### config.mk
export PLATFORM = sky130hd
export DESIGN_NAME = ts4231_cfg_sched
export DESIGN_NICKNAME = d
export VERILOG_FILES = /design/src/rtl/ts4231_pkg.sv /design/src/rtl/ts4231_cfg_shifter.sv /design/src/rtl/ts4231_cfg_sched.sv
export SDC_FILE = /design/constraint.sdc
export NUM_CORES = 1
export LEC_CHECK = 0
export ABC_CLOCK_PERIOD_IN_PS = 2900
export CAP_MARGIN = 20
export CORE_ASPECT_RATIO = 1.25
export CORE_MARGIN = 3
export CORE_UTILIZATION = 58
export CTS_CLUSTER_SIZE = 10
export DETAILED_ROUTE_END_ITERATION = 10
export GPL_TIMING_DRIVEN = 0
export PLACE_DENSITY = 0.8
export SLEW_MARGIN = 10
export SYNTH_ARGS = -nofsm -noshare
export SYNTH_HDL_FRONTEND = slang
export SYNTH_SLANG_ARGS = --single-unit
### constraint.sdc
create_clock -name clk -period 2.9 [get_ports clk]
set_input_delay 0.435 -clock clk [delete_from_list [all_inputs] [get_ports clk]]
set_output_delay 0.435 -clock clk [all_outputs]
set_load 0.02 [all_outputs]
### src/rtl/ts4231_pkg.sv
// ---------------------------------------------------------------------------
// ts4231_pkg
// Shared types and constants for the TS4231 configuration scheduler:
//   - sched_state_e : top-level scheduler states
//   - ser_phase_e   : bit-level serializer phases (one phase per half-bit slot)
//   - CFG_BITS, CFG_WORD_DEFAULT : configuration word width and typical value
// ---------------------------------------------------------------------------
package ts4231_pkg;

    localparam int CFG_BITS = 15;
    localparam logic [CFG_BITS-1:0] CFG_WORD_DEFAULT = 15'h392B;

    typedef enum logic [2:0] {
        IDLE,
        WAIT_LIGHT,
        WRITE,
        READ,
        GO_WATCH,
        NEXT,
        DONE
    } sched_state_e;

    typedef enum logic [2:0] {
        S_IDLE,
        S_PRE_E,
        S_PRE_D,
        S_BIT_LO,
        S_BIT_HI,
        S_POST_LO,
        S_POST_HI,
        S_ACK
    } ser_phase_e;

endpackage

### src/rtl/ts4231_cfg_shifter.sv
// ---------------------------------------------------------------------------
// ts4231_cfg_shifter
// Bit-level serializer for one TS4231 D/E pair. A go_i pulse starts a write
// (rw_i=0) or read (rw_i=1) frame of 34 half-bit slots; ack_o pulses one
// cycle after the frame, with rdata_o holding the captured word.
// Ports:
//   clk, rst_n           clock, async active-low reset
//   go_i, rw_i, wdata_i  frame request, direction, word to write
//   ack_o, rdata_o       frame complete pulse, captured read word
//   d_o, d_oe_o          D drive value / enable
//   e_o, e_oe_o          E drive value / enable
//   d_i                  synchronized D pin value (read sampling)
// ---------------------------------------------------------------------------
module ts4231_cfg_shifter
    import ts4231_pkg::*;
#(
    parameter int HALF_BIT = 16
) (
    input  logic                clk,
    input  logic                rst_n,
    input  logic                go_i,
    input  logic                rw_i,
    input  logic [CFG_BITS-1:0] wdata_i,
    output logic                ack_o,
    output logic [CFG_BITS-1:0] rdata_o,
    output logic                d_o,
    output logic                d_oe_o,
    output logic                e_o,
    output logic                e_oe_o,
    input  logic                d_i
);

    localparam int SW = (HALF_BIT > 1) ? $clog2(HALF_BIT) : 1;

    ser_phase_e          phase_q, phase_d;
    logic [SW-1:0]       slot_q, slot_d;
    logic [3:0]          bit_q, bit_d;
    logic                rw_q, rw_d;
    logic [CFG_BITS-1:0] sh_q, sh_d;
    logic                slot_last;

    assign slot_last = (slot_q == SW'(HALF_BIT - 1));
    assign rdata_o   = sh_q;

    always_ff @(posedge clk or negedge rst_n) begin
        if (!rst_n) begin
            phase_q <= S_IDLE;
            slot_q  <= '0;
            bit_q   <= '0;
            rw_q    <= 1'b0;
            sh_q    <= '0;
        end else begin
            phase_q <= phase_d;
            slot_q  <= slot_d;
            bit_q   <= bit_d;
            rw_q    <= rw_d;
            sh_q    <= sh_d;
        end
    end

    always_comb begin
        phase_d = phase_q;
        slot_d  = slot_last ? '0 : slot_q + SW'(1);
        bit_d   = bit_q;
        rw_d    = rw_q;
        sh_d    = sh_q;
        ack_o   = 1'b0;
        d_o     = 1'b1;
        d_oe_o  = 1'b0;
        e_o     = 1'b1;
        e_oe_o  = 1'b0;

        case (phase_q)
            S_IDLE: begin
                slot_d = '0;
                if (go_i) begin
                    phase_d = S_PRE_E;
                    rw_d    = rw_i;
                    // A read frame starts from a cleared capture register.
                    sh_d    = rw_i ? '0 : wdata_i;
                    bit_d   = 4'(CFG_BITS - 1);
                end
            end
            S_PRE_E: begin
                e_oe_o = 1'b1;
                e_o    = 1'b0;
                d_oe_o = 1'b1;
                d_o    = 1'b1;
                if (slot_last) phase_d = S_PRE_D;
            end
            S_PRE_D: begin
                // Read frames hand D to the sensor from this slot onward.
                e_oe_o = 1'b1;
                e_o    = 1'b0;
                d_oe_o = !rw_q;
                d_o    = 1'b0;
                if (slot_last) phase_d = S_BIT_LO;
            end
            S_BIT_LO: begin
                e_oe_o = 1'b1;
                e_o    = 1'b0;
                d_oe_o = !rw_q;
                d_o    = sh_q[bit_q];
                if (slot_last) phase_d = S_BIT_HI;
            end
            S_BIT_HI: begin
                e_oe_o = 1'b1;
                e_o    = 1'b1;
                d_oe_o = !rw_q;
                d_o    = sh_q[bit_q];
                if (slot_last) begin
                    // Sensor data is taken on the last cycle of the E-high slot.
                    if (rw_q) sh_d[bit_q] = d_i;
                    if (bit_q == 4'd0) begin
                        phase_d = S_POST_LO;
                    end else begin
                        bit_d   = bit_q - 4'd1;
                        phase_d = S_BIT_LO;
                    end
                end
            end
            S_POST_LO: begin
                e_oe_o = 1'b1;
                e_o    = 1'b0;
                d_oe_o = 1'b1;
                d_o    = 1'b1;
                if (slot_last) phase_d = S_POST_HI;
            end
            S_POST_HI: begin
                e_oe_o = 1'b1;
                e_o    = 1'b1;
                d_oe_o = 1'b1;
                d_o    = 1'b1;
                if (slot_last) phase_d = S_ACK;
            end
            S_ACK: begin
                ack_o   = 1'b1;
                slot_d  = '0;
                phase_d = S_IDLE;
            end
            default: phase_d = S_IDLE;
        endcase
    end

endmodule

### src/rtl/ts4231_cfg_sched.sv
// ---------------------------------------------------------------------------
// ts4231_cfg_sched
// Configures an array of TS4231 sensors one after another through a single
// shared serializer: wait for light, write config word, read back and verify
// (with retries), then command watch state. Pins are released when idle so
// the per-sensor decoders own them.
// Ports:
//   clk, rst_n            clock, async active-low reset
//   start, cfg_word       begin pulse, config word sampled at start
//   d_in, e_in            raw (asynchronous) D/E pin values per sensor
//   d_out, d_oe           D drive value / enable per sensor
//   e_out, e_oe           E drive value / enable per sensor
//   busy, done            run in progress, one-cycle completion pulse
//   cfg_ok                per-sensor result, valid when busy=0
// ---------------------------------------------------------------------------
module ts4231_cfg_sched
    import ts4231_pkg::*;
#(
    parameter int N_SENSORS     = 4,
    parameter int HALF_BIT      = 16,
    parameter int LIGHT_TIMEOUT = 32000000,
    parameter int MAX_RETRY     = 3
) (
    input  logic                 clk,
    input  logic                 rst_n,
    input  logic                 start,
    input  logic [CFG_BITS-1:0]  cfg_word,
    input  logic [N_SENSORS-1:0] d_in,
    input  logic [N_SENSORS-1:0] e_in,
    output logic [N_SENSORS-1:0] d_out,
    output logic [N_SENSORS-1:0] d_oe,
    output logic [N_SENSORS-1:0] e_out,
    output logic [N_SENSORS-1:0] e_oe,
    output logic                 busy,
    output logic                 done,
    output logic [N_SENSORS-1:0] cfg_ok
);

    localparam int IW = (N_SENSORS > 1) ? $clog2(N_SENSORS) : 1;
    localparam int RW = (MAX_RETRY > 0) ? $clog2(MAX_RETRY + 1) : 1;

    // Input synchronizers; idle lines are pulled high.
    logic [N_SENSORS-1:0] d_meta_q, d_sync_q;
    logic [N_SENSORS-1:0] e_meta_q, e_sync_q, e_prev_q;
    logic [N_SENSORS-1:0] e_fall;

    sched_state_e         state_q, state_d;
    logic [IW-1:0]        idx_q, idx_d;
    logic [RW-1:0]        retry_q, retry_d;
    logic [CFG_BITS-1:0]  word_q, word_d;
    logic [N_SENSORS-1:0] cfg_ok_q, cfg_ok_d;
    logic [31:0]          tmo_q, tmo_d;
    logic                 go_q, go_d;
    logic                 rw_q, rw_d;

    logic                 sh_ack, sh_d_o, sh_d_oe, sh_e_o, sh_e_oe;
    logic [CFG_BITS-1:0]  sh_rdata;

    assign e_fall = e_prev_q & ~e_sync_q;
    assign cfg_ok = cfg_ok_q;
    assign busy   = (state_q != IDLE) && (state_q != DONE);
    assign done   = (state_q == DONE);

    always_ff @(posedge clk or negedge rst_n) begin
        if (!rst_n) begin
            d_meta_q <= '1;
            d_sync_q <= '1;
            e_meta_q <= '1;
            e_sync_q <= '1;
            e_prev_q <= '1;
        end else begin
            d_meta_q <= d_in;
            d_sync_q <= d_meta_q;
            e_meta_q <= e_in;
            e_sync_q <= e_meta_q;
            e_prev_q <= e_sync_q;
        end
    end

    always_ff @(posedge clk or negedge rst_n) begin
        if (!rst_n) begin
            state_q  <= IDLE;
            idx_q    <= '0;
            retry_q  <= '0;
            word_q   <= '0;
            cfg_ok_q <= '0;
            tmo_q    <= '0;
            go_q     <= 1'b0;
            rw_q     <= 1'b0;
        end else begin
            state_q  <= state_d;
            idx_q    <= idx_d;
            retry_q  <= retry_d;
            word_q   <= word_d;
            cfg_ok_q <= cfg_ok_d;
            tmo_q    <= tmo_d;
            go_q     <= go_d;
            rw_q     <= rw_d;
        end
    end

    // tmo_q doubles as the light timeout and the watch-command cycle counter.
    always_comb begin
        state_d  = state_q;
        idx_d    = idx_q;
        retry_d  = retry_q;
        word_d   = word_q;
        cfg_ok_d = cfg_ok_q;
        tmo_d    = tmo_q + 32'd1;
        go_d     = 1'b0;
        rw_d     = rw_q;

        case (state_q)
            IDLE: begin
                tmo_d = '0;
                if (start) begin
                    word_d   = cfg_word;
                    idx_d    = '0;
                    retry_d  = '0;
                    cfg_ok_d = '0;
                    state_d  = WAIT_LIGHT;
                end
            end
            WAIT_LIGHT: begin
                if (e_fall[idx_q]) begin
                    go_d    = 1'b1;
                    rw_d    = 1'b0;
                    state_d = WRITE;
                end else if (tmo_q == 32'(LIGHT_TIMEOUT - 1)) begin
                    cfg_ok_d[idx_q] = 1'b0;
                    state_d         = NEXT;
                end
            end
            WRITE: begin
                if (sh_ack) begin
                    go_d    = 1'b1;
                    rw_d    = 1'b1;
                    state_d = READ;
                end
            end
            READ: begin
                if (sh_ack) begin
                    if (sh_rdata == word_q) begin
                        tmo_d   = '0;
                        state_d = GO_WATCH;
                    end else if (retry_q < RW'(MAX_RETRY)) begin
                        retry_d = retry_q + RW'(1);
                        go_d    = 1'b1;
                        rw_d    = 1'b0;
                        state_d = WRITE;
                    end else begin
                        cfg_ok_d[idx_q] = 1'b0;
                        state_d         = NEXT;
                    end
                end
            end
            GO_WATCH: begin
                if (tmo_q == 32'(2 * HALF_BIT - 1)) begin
                    cfg_ok_d[idx_q] = 1'b1;
                    state_d         = NEXT;
                end
            end
            NEXT: begin
                retry_d = '0;
                tmo_d   = '0;
                if (idx_q == IW'(N_SENSORS - 1)) begin
                    state_d = DONE;
                end else begin
                    idx_d   = idx_q + IW'(1);
                    state_d = WAIT_LIGHT;
                end
            end
            DONE: state_d = IDLE;
            default: state_d = IDLE;
        endcase
    end

    // Only the sensor under configuration ever sees an enabled driver.
    always_comb begin
        d_out = '1;
        d_oe  = '0;
        e_out = '1;
        e_oe  = '0;
        case (state_q)
            WRITE, READ: begin
                d_out[idx_q] = sh_d_o;
                d_oe[idx_q]  = sh_d_oe;
                e_out[idx_q] = sh_e_o;
                e_oe[idx_q]  = sh_e_oe;
            end
            GO_WATCH: begin
                d_out[idx_q] = 1'b1;
                d_oe[idx_q]  = 1'b1;
                e_out[idx_q] = (tmo_q >= 32'(HALF_BIT));
                e_oe[idx_q]  = 1'b1;
            end
            default: ;
        endcase
    end

    ts4231_cfg_shifter #(
        .HALF_BIT (HALF_BIT)
    ) u_shifter (
        .clk     (clk),
        .rst_n   (rst_n),
        .go_i    (go_q),
        .rw_i    (rw_q),
        .wdata_i (word_q),
        .ack_o   (sh_ack),
        .rdata_o (sh_rdata),
        .d_o     (sh_d_o),
        .d_oe_o  (sh_d_oe),
        .e_o     (sh_e_o),
        .e_oe_o  (sh_e_oe),
        .d_i     (d_sync_q[idx_q])
    );

endmodule

======== Word level (Yosys, flattened, before mapping) ========
Index checks and enable logic that the tools add are counted.
W data, S select, Z words.
word-level totals
  logic and storage cells ................. 190
  output and inout port bits .............. 22
  bits in registers ....................... 107
  input port bits ......................... 26
cells by class
  bitwise gates (word level) .............. 10
  magnitude comparators ................... 6
  multiplexer cells ....................... 80
  reductions and logical operators ........ 31
  add/subtract/negate cells ............... 5
  equality and inequality tests ........... 40
operators by type and width
  operator                 count
  $mux W32                 2
  $pmux W32 S2             1
  $mux W15                 4
  $mux W4                  13
  $mux W3                  17
  $add A32 B1 Y32 const B  1
  $eq A32 B25 Y1 const B   1
  $eq A32 B5 Y1 const B    1
  $ge A32 B5 Y1 const B    1
  $pmux W4 S2              4
  $pmux W15 S2             1
  $ne A2 B2 Y1 const B     13
  $pmux W3 S8              1
  $eq A3 B3 Y1 const B     7
  $mux W1                  18
  $pmux W3 S6              1
  $and A4 B4 Y4            4
  $or A4 B4 Y4             4
  $pmux W4 S4              1
  $bwmux W15               1
  $eq A15 B15 Y1           1
  $ne A2 B1 Y1 const B     7
  $eq A3 B2 Y1 const B     4
  $mux W2                  5
  39 further kinds         59

======== Depth between registers and ports, before layout ========
Gate-level depths: netlist of run 1.
  depth in word-level cells ............... 10
  mapped depth ............................ 8
  depth with buffers taken out ............ 7

======== By module ========
From an unflattened synthesis of run 1, not the netlist that was laid out.
unflattened totals
  cell total of the unflattened synthesis .. 575
  area, all modules ....................... 5780.5 µm²
modules (own cells, without submodules)
  module              instances  seq. area each (µm²)  area each (µm²)  cells an instance
  ts4231_cfg_sched    1          2026.9                3932.5           370
  ts4231_cfg_shifter  1          675.6                 1848.0           205

======== Worst setup path after synthesis of run 1 ========
OpenSTA, ideal clock, no wires.
  path kind ............................... flip-flop to flip-flop
  start point ............................. register idx_q[0]
  end point ............................... register cfg_ok_q[0] (netlist: cfg_ok[0])
  clock period less this slack ............ 2.485 ns
  setup time .............................. 0.079 ns
  setup slack ............................. 0.415 ns
  buffers on the path ..................... 2
  stages on the path, launching flop included .. 8
  data required time ...................... 2.821 ns
  data arrival time ....................... 2.405 ns
  path through ............................ dfrtp_1 > buf_6 > and4b_1 > or4_1 > clkbuf_2 > or4_4 > a211oi_4 > mux2i_1
on the way
  word-level cells in the longest chain between the ends .. 10
  elaborated cells between the ends (all ways) .. 19
  those cells by class .................... 2 x order compare; 1 x eq/ne; 11 x mux; 3 x bitwise; 2 x reduce/logical
RTL lines
  element                                                             line                                                                       text
  start, declared                                                     ts4231_cfg_sched.sv:48                                                     logic [IW-1:0] idx_q, idx_d;
  start signal, assigned                                              ts4231_cfg_sched.sv:92                                                     idx_q <= idx_d;
  $lt A2 B3 Y1 (not written as such) or $ge A2 B1 Y1 (tied branches)  ts4231_cfg_sched.sv:130, ts4231_cfg_sched.sv:152, ts4231_cfg_sched.sv:159
  $logic_and A1 B1 Y1 (not written as such)                           ts4231_cfg_sched.sv:130, ts4231_cfg_sched.sv:152, ts4231_cfg_sched.sv:159
  $mux W1 (not written as such)                                       ts4231_cfg_sched.sv:130, ts4231_cfg_sched.sv:152, ts4231_cfg_sched.sv:159
  $demux W1 S2                                                        ts4231_cfg_sched.sv:130, ts4231_cfg_sched.sv:152, ts4231_cfg_sched.sv:159
  $not A4 Y4 (no source line)                                         -
  $and A4 B4 Y4 (no source line)                                      -
  $mux W4                                                             ts4231_cfg_sched.sv:146                                                    end else if (retry_q < RW'(MAX_RETRY)) begin
  $mux W4                                                             ts4231_cfg_sched.sv:143                                                    if (sh_rdata == word_q) begin
  $mux W4                                                             ts4231_cfg_sched.sv:142                                                    if (sh_ack) begin
  $pmux W4 S4                                                         ts4231_cfg_sched.sv:113                                                    case (state_q)
  end signal, assigned                                                ts4231_cfg_sched.sv:95                                                     cfg_ok_q <= cfg_ok_d;
  end, declared                                                       ts4231_cfg_sched.sv:51                                                     logic [N_SENSORS-1:0] cfg_ok_q, cfg_ok_d;
Parallel ways exist; a longest one is shown, timed or not. The select of a mux whose other input is x is not followed.
A chain may end at the register's enable or synchronous reset.

======== Worst setup path after layout of run 1 ========
  start point ............................. register u_shifter.bit_q[0]
  end point ............................... output port d_out[0]
on the way
  word-level cells in the longest chain between the ends .. 5
RTL lines
  element                        line                                                  text
  start, declared                ts4231_cfg_shifter.sv:37                              logic [3:0] bit_q, bit_d;
  start signal, assigned         ts4231_cfg_shifter.sv:55                              bit_q <= bit_d;
  $bmux W1 S4                    ts4231_cfg_shifter.sv:103, ts4231_cfg_shifter.sv:110
  $mux W1 (not written as such)  ts4231_cfg_shifter.sv:103, ts4231_cfg_shifter.sv:110
  $pmux W1 S2                    ts4231_cfg_shifter.sv:73                              case (phase_q)
  $or A4 B4 Y4 (no source line)  -
  $mux W4                        ts4231_cfg_sched.sv:184                               case (state_q)
  end, declared                  ts4231_cfg_sched.sv:30                                output logic [N_SENSORS-1:0] d_out,
No other way between the ends. The select of a mux whose other input is x is not followed.

==> results of run 1 <==
-- metrics by stage --
stage / TNS (ns) / instances / setup WS (ns) / util (%)
2_1_floorplan: 0 / 638 / 0.415 / -
3_3_place_gp: -243.64 / 808 / -2.51 / 67.5
3_5_place_dp: -1.12 / 809 / -0.289 / 67.8
4_1_cts: 0 / 825 / 0.00353 / 71.4
5_1_grt: -0.0000291 / 825 / -0.0000291 / 71.8
6_report: 0 / 825 / 0.0756 / 71.8
-- power groups by stage --
stage | Sequential, mW | Clock (mW) | Combinational, mW
final | 2.09 | 1.26 | 1.78
after global routing | 2.13 | 1.33 | 1.98
after CTS | 2.07 | 1.28 | 1.77
after detailed placement | 2.07 | 0 | 1.81
after global placement | 2.05 | 0 | 1.75
after floorplan | 2.03 | 0 | 1.18
-- final timing paths --
| path | from | end | slack (ns) | depth (start not counted) |
|---|---|---|---|---|
| setup reg to reg | idx_q[0] | cfg_ok[1] | 0.12 | 7 |
| min in group asynchronous | rst_n | u_shifter.phase_q[0] | 0.54 | 2 |
| hold reg to reg | e_meta_q[0] | e_sync_q[0] | 0.36 | 0 |
| hold / removal | e_meta_q[0] | e_sync_q[0] | 0.36 | 0 |
| setup / recovery | u_shifter.bit_q[0] | d_out[0] | 0.08 | 8 |
| max in group asynchronous | rst_n | e_prev_q[0] | 1.66 | 3 |
-- cells by family (layout without fill, tap and decap cells) --
kind of cell	after synthesis	after routing
AND/OR/NAND/NOR	296	296
AO/OA/AOI/OAI	116	116
flip-flops	107	107
buffers and inverters	49	113
XOR/XNOR	46	46
adder cells (fa/ha/maj)	13	13
multiplexers	11	11
-- placed cells by master (no fill, tap or decap), drive strengths merged, types with 2 or more instances in the layout --
cell	Yosys	layout
or2	2	2
dfrtp	87	87
inv	23	27
dlymetal6s2s	0	4
nor2b	7	7
clkinv	0	3
nand2	92	92
o31ai	3	3
mux4	4	4
and2	7	7
nor3	18	18
o2bb2ai	2	2
ha	13	13
or4	3	3
buf	2	12
dfstp	20	20
nand4	9	9
clkbuf	24	28
nor4bb	2	2
nand3	17	17
o211ai	2	2
a21oi	59	59
nand2b	5	5
and3	9	9
or3	2	2
a22oi	4	4
xnor2	19	19
a41o	2	2
o21ai	24	24
a211oi	4	4
mux2i	6	6
clkdlybuf4s50	0	38
xor2	27	27
nor4	13	13
nor2	104	104
a32oi	4	4
and4	2	2
-- layout make-up --
class | instances | area, um2
inverter | 23 | 86.3
fill | 697 | 2630
clock inverter | 7 | 91.3
sequential | 107 | 2710
buffer | 22 | 105
tap | 123 | 154
multi-input combinational | 482 | 2810
timing repair buffer | 52 | 522
clock buffer | 9 | 225
-- timing repair --
item	4_1_cts	5_1_grt
hold buffers	1	0
setup buffers	2	1
gates resized for setup	24	14
pin swaps	2	2
endpoints found under the setup margin	16	42
hold endpoints to repair	36	0
-- per-layer routing --
metal,global-route usage [%],vias up
met5,0,-
met4,12.2,0
met3,3.16,43
met2,47.4,209
met1,34.0,2420
li1,-,2305
-- flip-flops by register name (all words and copies together), names as in the netlist, 3 cells and up --
register / count
tmo_q: 32
word_q: 15
u_shifter.slot_q: 4
u_shifter.phase_q: 3
u_shifter.rdata_o: 15
e_sync_q: 4
cfg_ok: 4
e_meta_q: 4
d_meta_q: 4
e_prev_q: 4
d_sync_q: 4
state_q: 3
u_shifter.bit_q: 4
-- cell usage after synthesis (2+ instances only) --
library cell / instances / area (um2)
nor2b_1: 7 / 43.8
nand2b_1: 5 / 31.3
nor4bb_1: 2 / 20.0
or3_1: 2 / 12.5
nand3_1: 17 / 85.1
nand2_1: 92 / 345
xnor2_1: 19 / 166
o31ai_1: 3 / 22.5
nor4_1: 13 / 81.3
nor2_1: 104 / 390
or2_2: 2 / 12.5
mux2i_1: 6 / 60.1
clkbuf_1: 23 / 86.3
and2_1: 7 / 43.8
dfrtp_1: 87 / 2180
nand4_1: 9 / 56.3
and3_1: 9 / 56.3
a211oi_1: 3 / 22.5
a32oi_1: 4 / 35.0
a21oi_1: 59 / 295
and4_1: 2 / 17.5
o211ai_1: 2 / 15.0
or4_1: 2 / 15.0
inv_1: 23 / 86.3
xor2_1: 27 / 236
dfstp_2: 20 / 526
a41o_1: 2 / 20.0
a22oi_1: 4 / 30.0
ha_1: 13 / 163
nor3_1: 18 / 90.1
o2bb2ai_1: 2 / 17.5
mux4_2: 4 / 90.1
o21ai_0: 24 / 120
==> reports/metrics.cfg, run 1 <==
[status]
status=finished clean

[worst_setup_path]
max_stage_delay_ns=0.52
path_max_fanout=7
path_delay_family=multiplexers
required_ns=2.47
endpoint_kind=output port
crit_arrival_ns=2.39
cp_cell_sequence=buf_8 > mux4_2 > a22oi_2 > o211ai_1 > nor3_1 > a31o_2 > nand2_1 > buf_2
worst_path_max_delay_cell=mux4_2
cp_num_buf_inv=2
crit_type=flop to output port
crit_path_start_kind=flop

[logic_synthesis]
synthXorXnorAreaFrac_pct=7.11
avgSynthCellArea_um2=8.89
synth_mux_area_share_pct=2.85
synth_edf_count=0
syn_inst=638
synth.distinct_cells=55
ys_seq_area_share_pct=47.7
yosysWarnings=0
synth-simple-area-share_pct=23.8
async_flop_share_pct=100
synthAdderAreaFrac_pct=2.87
synth_top_family_by_area=simple AND/OR/NAND/NOR gates
synth-seq-cells=107
syn_area_um2=5670
ys.flop_type=dfrtp_1
synth-compound-area-share_pct=12.3
synth_fp_nets=677

[global_routing]
grt_usage_pct=27.2
grt_max_degree=72
antenna_found_initial=0
grt_pass1_wl_um=23400
grt_overflow=0
grt_pass1_vias=4839

[place]
io_buffers=47
dpl_cell_area_um2=6320
dpl.hpwl_um=10300
place_congestion=0.947

[route]
vias=4977
first_pass_iters=5
wl_met3_um=721
m1WireLength_um=5750
drc_errors=0
met2_wirelength_um=7400
finalWirelength_um=14300
routed_wire_length_per_instance_um=17.3
viasPerCell=6.03
antenna_left=0
drt_iter0_drc=437
highest_layer=met4

[floorplan]
die_w_um=94.4
ios=48
std_cell_rows=39
coreArea_um2=9320
initial_core_util_pct=60.8
die_h_um=117
dieArea_um2=11000

[pwr]
report.power.total_mw=5.13
seq_power_share_pct=40.7
swShare_pct=38.7
internal_power_mw=3.15
power_density_nw_per_um2=767
combPwrFrac_pct=34.7
clkPwrFrac_pct=24.6
max-vdd-ir-drop_mv=0.487
p_leak_nw=2.99
p_sw_mw=1.99

[clocking]
path_clk_slew_ns=0.08
cts_root_buf=clkbuf_16
clockBufferDepth=2
cts_tree=yes
cts_inserted_buffers=9
clock_sinks=107
worstSkewPairLatency_ns=0.35
h-tree-depth=3

[final_layout]
postLayoutCellArea_um2=6700
drive_above_1_share_pct=9.83
diodes=0
area_growth_syn_to_layout_pct=18.1
final_nets=736

[timing]
max_clock_freq_mhz=354
final-hold-violation-count=0
setup_viol=0
worstMarginPinSlew_ns=0.648
min_period_ns=2.82
drv_slew=0
finClkSkew_ns=0.00722
min_period_over_period_pct=97.4
relSlewSlack_pct=56.7
hold_ws_ns=0.358

[flow_run]
drv_cap=0

[min_path]
min_path_type=flop to flop

(Power assumes the default switching activity.)
==> run 2, diff against run 1 <==
--- a/config.mk
+++ b/config.mk
@@ -14,6 +14,7 @@
 export DETAILED_ROUTE_END_ITERATION = 10
 export GPL_TIMING_DRIVEN = 0
 export PLACE_DENSITY = 0.8
+export REMOVE_ABC_BUFFERS = 1
 export SLEW_MARGIN = 10
 export SYNTH_ARGS = -nofsm -noshare
 export SYNTH_HDL_FRONTEND = slang
==> reports/metrics.cfg, run 2 (same netlist as run 1, synthesis figures left out) <==
[status]
status=finished clean

[worst_setup_path]
max_stage_delay_ns=0.70
crit_arrival_ns=3.03
crit_path_start_kind=flop
worstRegToRegCells=5
endpoint_kind=flop
cp_num_buf_inv=0
path_max_fanout=10
path_delay_family=simple AND/OR/NAND/NOR gates
worst_path_max_delay_cell=or4_1
cp_cell_sequence=and4b_1 > or4_1 > or4_4 > a211oi_4 > mux2i_1
reg2reg_to=cfg_ok[1]
worstSetupEndpoint=cfg_ok[1]
path_depth=5
required_ns=3.17
reg2reg_from=idx_q[0]
crit_type=flop to flop
crit_path_start=idx_q[0]
reg2reg_slack_ns=0.14

[final_layout]
area_growth_syn_to_layout_pct=17.0
final_common_cell=nor2_1
drive_above_1_share_pct=10.9
diodes=0
top_register=tmo_q
final_nets=714
final_cell_mix=nor2_1 (101), nand2_1 (92), dfrtp_1 (80)
largest_reg_flops=32
final_util_pct=71.2
fillers=689

[global_routing]
grt_pass1_vias=4839
grt_pass1_wl_um=22600
antenna_found_initial=0
grt_max_degree=72
grt_overflow=0
grt_usage_pct=26.1

[route]
m1WireLength_um=5570
antenna_left=0
routed_wire_length_per_instance_um=16.7
vias=4804
highest_layer=met4
wl_met3_um=724
met2_wirelength_um=6820
first_pass_iters=6
finalWirelength_um=13400
drc_errors=0
viasPerCell=5.98
drt_iter0_drc=278

[place]
place_congestion=0.945
dpl.hpwl_um=9530
io_buffers=47

[timing]
min_period_over_period_pct=95.2
worstMarginPinSlew_ns=1.07
min_period_ns=2.76
drv_slew=0
setup_viol=0
rsz0062_at_grt=false
relSlewSlack_pct=28.2
max_clock_freq_mhz=362
finClkSkew_ns=0.00768
final-hold-violation-count=0

[clocking]
cts_root_buf=clkbuf_16
cts_tree=yes
h-tree-depth=3
path_clk_slew_ns=0.08
cts_inserted_buffers=9
clock_sinks=107
clockBufferDepth=2
worstSkewPairLatency_ns=0.36

[floorplan]
coreArea_um2=9320
std_cell_rows=39
ios=48
dieArea_um2=11000
die_h_um=117
initial_core_util_pct=60.8
die_w_um=94.4

[pwr]
power_density_nw_per_um2=764
report.power.total_mw=5.07
p_leak_nw=2.94
max-vdd-ir-drop_mv=0.400

[flow_run]
drv_cap=0

[min_path]
min_path_type=flop to flop

-- run 2: cell types whose count changed in the layout (fill, tap and decap cells not counted), moves of 2 or more --
cell      delta
nor2_2       +2
buf_2        -4
nor2_1       -2
clkbuf_1    -16
dfrtp_1      -5
dfrtp_2      +5
-- run 2: final cells by class --
cell class	instances	area (um2)	share of cell area, %
repair buffers	52	542	8.17
well taps	123	154	2.32
clock buffers	9	225	3.40
clock inverters	7	86.3	1.30
flip-flops and latches	107	2710	40.9
multi-input cells	482	2830	42.6
inverters	23	86.3	1.30
-- run 2: worst min path at each step --
stage / from / endpoint / depth (start not counted)
4_1_cts: e_meta_q[1] / e_sync_q[1] / 0
3_5_place_dp: e_meta_q[1] / e_sync_q[1] / 0
3_3_place_gp: d_meta_q[0] / d_sync_q[0] / 0
5_1_grt: e_meta_q[0] / e_sync_q[0] / 0
6_report: d_meta_q[0] / d_sync_q[0] / 0
2_1_floorplan: rst_n / cfg_ok[0] / 0
-- run 2: report_power, final --
group / switching, mW / leakage, nW / internal (mW)
Sequential: 0.387 / 1.33 / 1.78
Clock: 0.629 / 0.151 / 0.623
Combinational: 0.934 / 1.46 / 0.717
Total: 1.95 / 2.94 / 3.12
-- run 2: timing repair --
action / 4_1_cts / 5_1_grt
pin swaps: 1 / 1
setup buffers: 2 / 0
hold buffers: 1 / 0
endpoints found under the setup margin: 13 / 16
gates cloned: 0 / 0
gates resized for setup: 19 / 16
hold endpoints to repair: 36 / 0
-- run 2: stage by stage --
stage               setup TNS (ns)  instances  hold WS, ns  setup WS [ns]  cell area [um2]
finish                           0        803        0.358          0.140             6630
global route                     0        803        0.357         0.0258             6630
CTS                              0        803        0.359        0.00258             6630
detailed placement          -0.234        784        0.347        -0.0660             6260
global placement           -288.91        782        0.346          -2.48             6190
floorplan                    -7.95        612        0.139         -0.253             5560
-- run 2: per-layer routing --
metal	up-vias	track usage [%]
met2	165	45.8
met5	-	0
met1	2346	32.2
met4	0	10.8
li1	2262	-
met3	31	3.93
==> run 3, diff against run 2 <==
--- a/config.mk
+++ b/config.mk
@@ -12,8 +12,7 @@
 export CORE_UTILIZATION = 58
 export CTS_CLUSTER_SIZE = 10
 export DETAILED_ROUTE_END_ITERATION = 10
-export GPL_TIMING_DRIVEN = 0
-export PLACE_DENSITY = 0.8
+export PLACE_DENSITY_LB_ADDON = 0.1
 export REMOVE_ABC_BUFFERS = 1
 export SLEW_MARGIN = 10
 export SYNTH_ARGS = -nofsm -noshare
==> reports/metrics.cfg, run 3 (same netlist as run 1, synthesis figures left out) <==
[floorplan]
initial_core_util_pct=60.8
coreArea_um2=9320
die_w_um=94.4
ios=48
die_h_um=117
dieArea_um2=11000
std_cell_rows=39

[clocking]
worstSkewPairLatency_ns=0.35
cts_root_buf=clkbuf_16
clock_sinks=107
clockBufferDepth=2
cts_inserted_buffers=9
cts_hold_buf=0
path_clk_slew_ns=0.07
cts_tree=yes
h-tree-depth=3

[final_layout]
final_common_cell=nor2_1
register_area_um2=2710
postLayoutCellArea_um2=6670
multi_input_area_um2=2800
diodes=0
finalNonFillerCells=821
area_growth_syn_to_layout_pct=17.7
final_nets=732
final_util_pct=71.6
final_cell_mix=nor2_1 (103), nand2_1 (92), dfrtp_1 (84)
top_register=tmo_q
fillers=713
drive_above_1_share_pct=11.5
largest_reg_flops=32

[global_routing]
antenna_found_initial=0
grt_overflow=0
grt_pass1_vias=4654
grt_usage_pct=26.5
grt_pass1_wl_um=22500
grt_max_degree=54

[place]
dpl_cell_area_um2=6380
dpl.hpwl_um=10100
place_inst=804
dp_slack_ns=0.0394
place_congestion=0.927
io_buffers=47

[worst_setup_path]
cp_num_buf_inv=1
crit_arrival_ns=2.30
worstRegToRegCells=5
required_ns=2.47
path_depth=5
path_delay_family=buffers and inverters
worst_path_max_delay_cell=clkdlybuf4s50_1
crit_type=flop to output port
crit_path_start_kind=flop
path_max_fanout=13
max_stage_delay_ns=0.53
endpoint_kind=output port
cp_cell_sequence=or2_2 > o21ai_0 > o21a_1 > nor2b_1 > clkdlybuf4s50_1

[route]
routed_wire_length_per_instance_um=16.7
drt_iter0_drc=251
viasPerCell=5.81
antenna_left=0
first_pass_iters=5
finalWirelength_um=13700
drc_errors=0
vias=4774

[min_path]
min_path_type=input port to async pin

[status]
status=finished clean

[timing]
final-hold-violation-count=0
layout_setup_ws_ns=0.166
min_period_ns=2.73
worstMarginPinSlew_ns=0.652
rsz0062_at_grt=false
min_period_over_period_pct=94.3
finClkSkew_ns=0.0110
max_clock_freq_mhz=366
setup_viol=0
drv_slew=0
relSlewSlack_pct=56.6

[pwr]
power_density_nw_per_um2=759
p_leak_nw=3.01
max-vdd-ir-drop_mv=0.589

[flow_run]
drv_cap=0

==> run 3: cell count changes in the layout (fill, tap and decap cells not counted), sizes merged <==
cell / delta
buf: +19
clkbuf: +1
clkinv: -1
dlygate4sd3: -1
==> run 3: worst paths after layout <==
check                                          start             endpoint  slack [ns]
worst max-delay path            u_shifter.phase_q[0]              e_oe[2]        0.17
worst min-delay path                           rst_n  u_shifter.slot_q[1]        0.02
min in group clk                         e_meta_q[1]          e_sync_q[1]        0.36
worst min register to register           e_meta_q[1]          e_sync_q[1]        0.36
max in group asynchronous                      rst_n          d_sync_q[1]        2.20
worst max register to register              idx_q[1]            cfg_ok[3]        0.35
==> run 3: final cells by class <==
class | count | area share [%]
Multi-Input combinational cell | 482 | 41.9
Sequential cell | 107 | 40.6
Timing Repair Buffer | 70 | 9.64
Clock buffer | 10 | 3.43
Tap cell | 123 | 2.31
Inverter | 23 | 1.29
Clock inverter | 6 | 0.825
==> run 3: repair_timing <==
action | CTS | global route
endpoints found under the setup margin | 9 | 16
endpoints found under the hold margin | 0 | 0
pin swaps | 2 | 1
resized for setup | 11 | 11
setup buffers | 0 | 1
==> run 3: metal layers <==
metal	track usage [%]	vias to the layer above	routed length, um
met5	0	-	0
met4	14.8	0	539
met3	3.54	31	440
met2	47.1	112	7270
met1	30.6	2325	5440
li1	-	2306	-
==> run 3: stage by stage <==
| stage | power, mW | setup TNS [ns] | hold WS [ns] |
|---|---|---|---|
| final | 5.06 | 0 | 0.0186 |
| after global routing | 5.37 | 0 | 0.0343 |
| after CTS | 5.11 | 0 | 0.0285 |
| after detailed placement | 3.93 | 0 | 0.347 |
| after global placement | 3.87 | 0 | 0.345 |
| after floorplan | 3.17 | -7.95 | 0.139 |
==> run 3: power by group <==
| group | leakage (nW) | total [mW] | switching, mW | internal [mW] |
|---|---|---|---|---|
| Sequential | 1.34 | 2.13 | 0.348 | 1.78 |
| Clock | 0.141 | 1.18 | 0.575 | 0.602 |
| Combinational | 1.53 | 1.76 | 0.984 | 0.777 |
==> edit: new RTL, settings of run 1 <==
Make the reset (`rst_n`) synchronous in 3 clocked blocks. Comments in the files are not updated.
--- a/src/rtl/ts4231_cfg_shifter.sv
+++ b/src/rtl/ts4231_cfg_shifter.sv
@@ -44,3 +44,3 @@
 
-    always_ff @(posedge clk or negedge rst_n) begin
+    always_ff @(posedge clk) begin
         if (!rst_n) begin
--- a/src/rtl/ts4231_cfg_sched.sv
+++ b/src/rtl/ts4231_cfg_sched.sv
@@ -63,3 +63,3 @@
 
-    always_ff @(posedge clk or negedge rst_n) begin
+    always_ff @(posedge clk) begin
         if (!rst_n) begin
@@ -79,3 +79,3 @@
 
-    always_ff @(posedge clk or negedge rst_n) begin
+    always_ff @(posedge clk) begin
         if (!rst_n) begin
Formal check against the unedited RTL: differs if rst_n is asserted again (counterexample within 4 cycles, from zero or initial values and one cycle with rst_n low); with rst_n held inactive, the same outputs for 10 cycles.
==> edit against run 1 <==
  * The run now ends with setup timing left
  * Routed wire length is 2.2% lower
  * Area after synthesis is 5.5% lower
  * Synthesized cell count is 0.16% lower
  * Setup slack worse by 0.093 ns
  * Die area is 5.2% lower
  * Worst hold slack better by 0.058 ns
  * Clock power is 25% lower
  * Combinational power is 50% lower
  * Sequential cell count stayed put
  * Power is 33% lower
  * First-iteration DRC count is 2.1% higher
  * Design area is 5.5% lower
  * Largest cell class unchanged
==> edit: results (changes against run 1) <==
gr usage total 26.8% (was 27.2%); maximum fanout along the worst path 6 (was 7); worst setup margin -0.0171 ns (was 0.0756 ns); total routed wirelength 14000 um (was 14300 um); placed inst area 5980 um^2 (was 6320 um^2); worst r2r src u_shifter.slot_q[0] (was idx_q[0]); pin count of the biggest net entering global routing 22 (was 72); Worst VDD drop 0.343 mV (was 0.487 mV); share of layout cells above drive strength 1 10.5% (was 9.83%); first-pass GRT wire length 22400 um (was 23400 um); Via-to-Cell Ratio 5.93 (was 6.03); met1 WL 5600 um (was 5750 um); synth cell count leaders dfxtp_1, nor2_1, nand2_1 (was nor2_1, nand2_1, dfrtp_1); failing checks setup timing; GRT met3 Usage 4.88% (was 3.16%); gpl congestion 0.944 (was 0.947); # nets final 739 (was 736); Clock Latency Late Sink 0.40 ns (was 0.35 ns); DR WL met2 7080 um (was 7400 um); r2r setup slk 0.30 ns (was 0.12 ns); vias in the first global route 4570 (was 4839); Post-Route Skew 0.0213 ns (was 0.00722 ns); WL met3 817 um (was 721 um); Fin Setup TNS -0.0180 ns (was 0 ns); Seq/Total Area, Yosys 40.0% (was 47.7%); met2 usage 47.1% (was 47.4%); Mapped Nets 676 (was 677); Avg Cell Area, Syn 8.41 um^2 (was 8.89 um^2); Worst Hold End e_sync_q[1] (was e_sync_q[0]); status finished with violations (was complete, no violations); WHS 0.416 ns (was 0.358 ns); Clock Root Buffer clkbuf_8 (was clkbuf_16); met1 Use GR 32.4% (was 34.0%); Post-synth ARST share 0% (was 100%); RR Endpoint u_shifter.rdata_o[9] (was cfg_ok[1]); FF-to-FF path depth 10 (was 7); Clock transition at path regs 0.11 ns (was 0.08 ns); Slew Limit Headroom 29.8% (was 56.7%); setup violators final 2 (was 0)
-- edit: worst max-delay path by stage --
stage	startpoint	end	slack (ns)	cells past startpoint
after floorplan	u_shifter.bit_q[0]	d_out[0]	0.27	6
final	u_shifter.bit_q[0]	d_out[3]	-0.02	7
after CTS	u_shifter.bit_q[0]	d_out[3]	-0.03	7
after detailed placement	u_shifter.bit_q[0]	d_out[1]	-0.47	7
after global routing	u_shifter.bit_q[0]	d_out[3]	-0.09	7
after global placement	u_shifter.bit_q[0]	d_out[1]	-0.43	7
-- edit: repair_timing --
action	in CTS	in global routing
resized for setup	35	31
endpoints found under the setup margin	17	16
gates cloned	0	0
pin swaps	1	6
setup buffers	2	5
-- edit: kinds of logic after synthesis --
| family | synth area share [%] |
|---|---|
| xor+xnor | 7.69 |
| mux | 3.64 |
| simple gates | 27.0 |
| flops | 40.0 |
| fa+ha+maj | 3.04 |
| buf+inv | 3.36 |
| compound gates | 15.3 |
-- edit: layout make-up --
cell class                      instances  area [um^2]  share of cell area [%]
Sequential cell                       107         2150                    34.0
Clock inverter                          7         78.8                    1.25
Multi-Input combinational cell        483         3120                    49.3
Clock buffer                            9          124                    1.96
Tap cell                              120          150                    2.37
Inverter                               16         60.1                   0.949
Buffer                                 29          128                    2.02
Timing Repair Buffer                   54          519                    8.20
-- edit: worst reg2reg max path, delay by kind of cell (launching register included) --
kind	cells	cell delay, ns
AOI/OAI and AO/OA	2	0.58
adders and majority gates	1	0.21
buffers and inverters	2	0.49
DFF	1	0.36
muxes	1	0.10
and+or+nand+nor	4	0.78
-- edit: power by group --
part	switching [W]	leakage [nW]	internal [W]
sequential	0.0000745	0.872	0.00154
combinational	0.000539	1.32	0.000355
clock	0.000595	0.104	0.000347
total	0.00121	2.30	0.00224
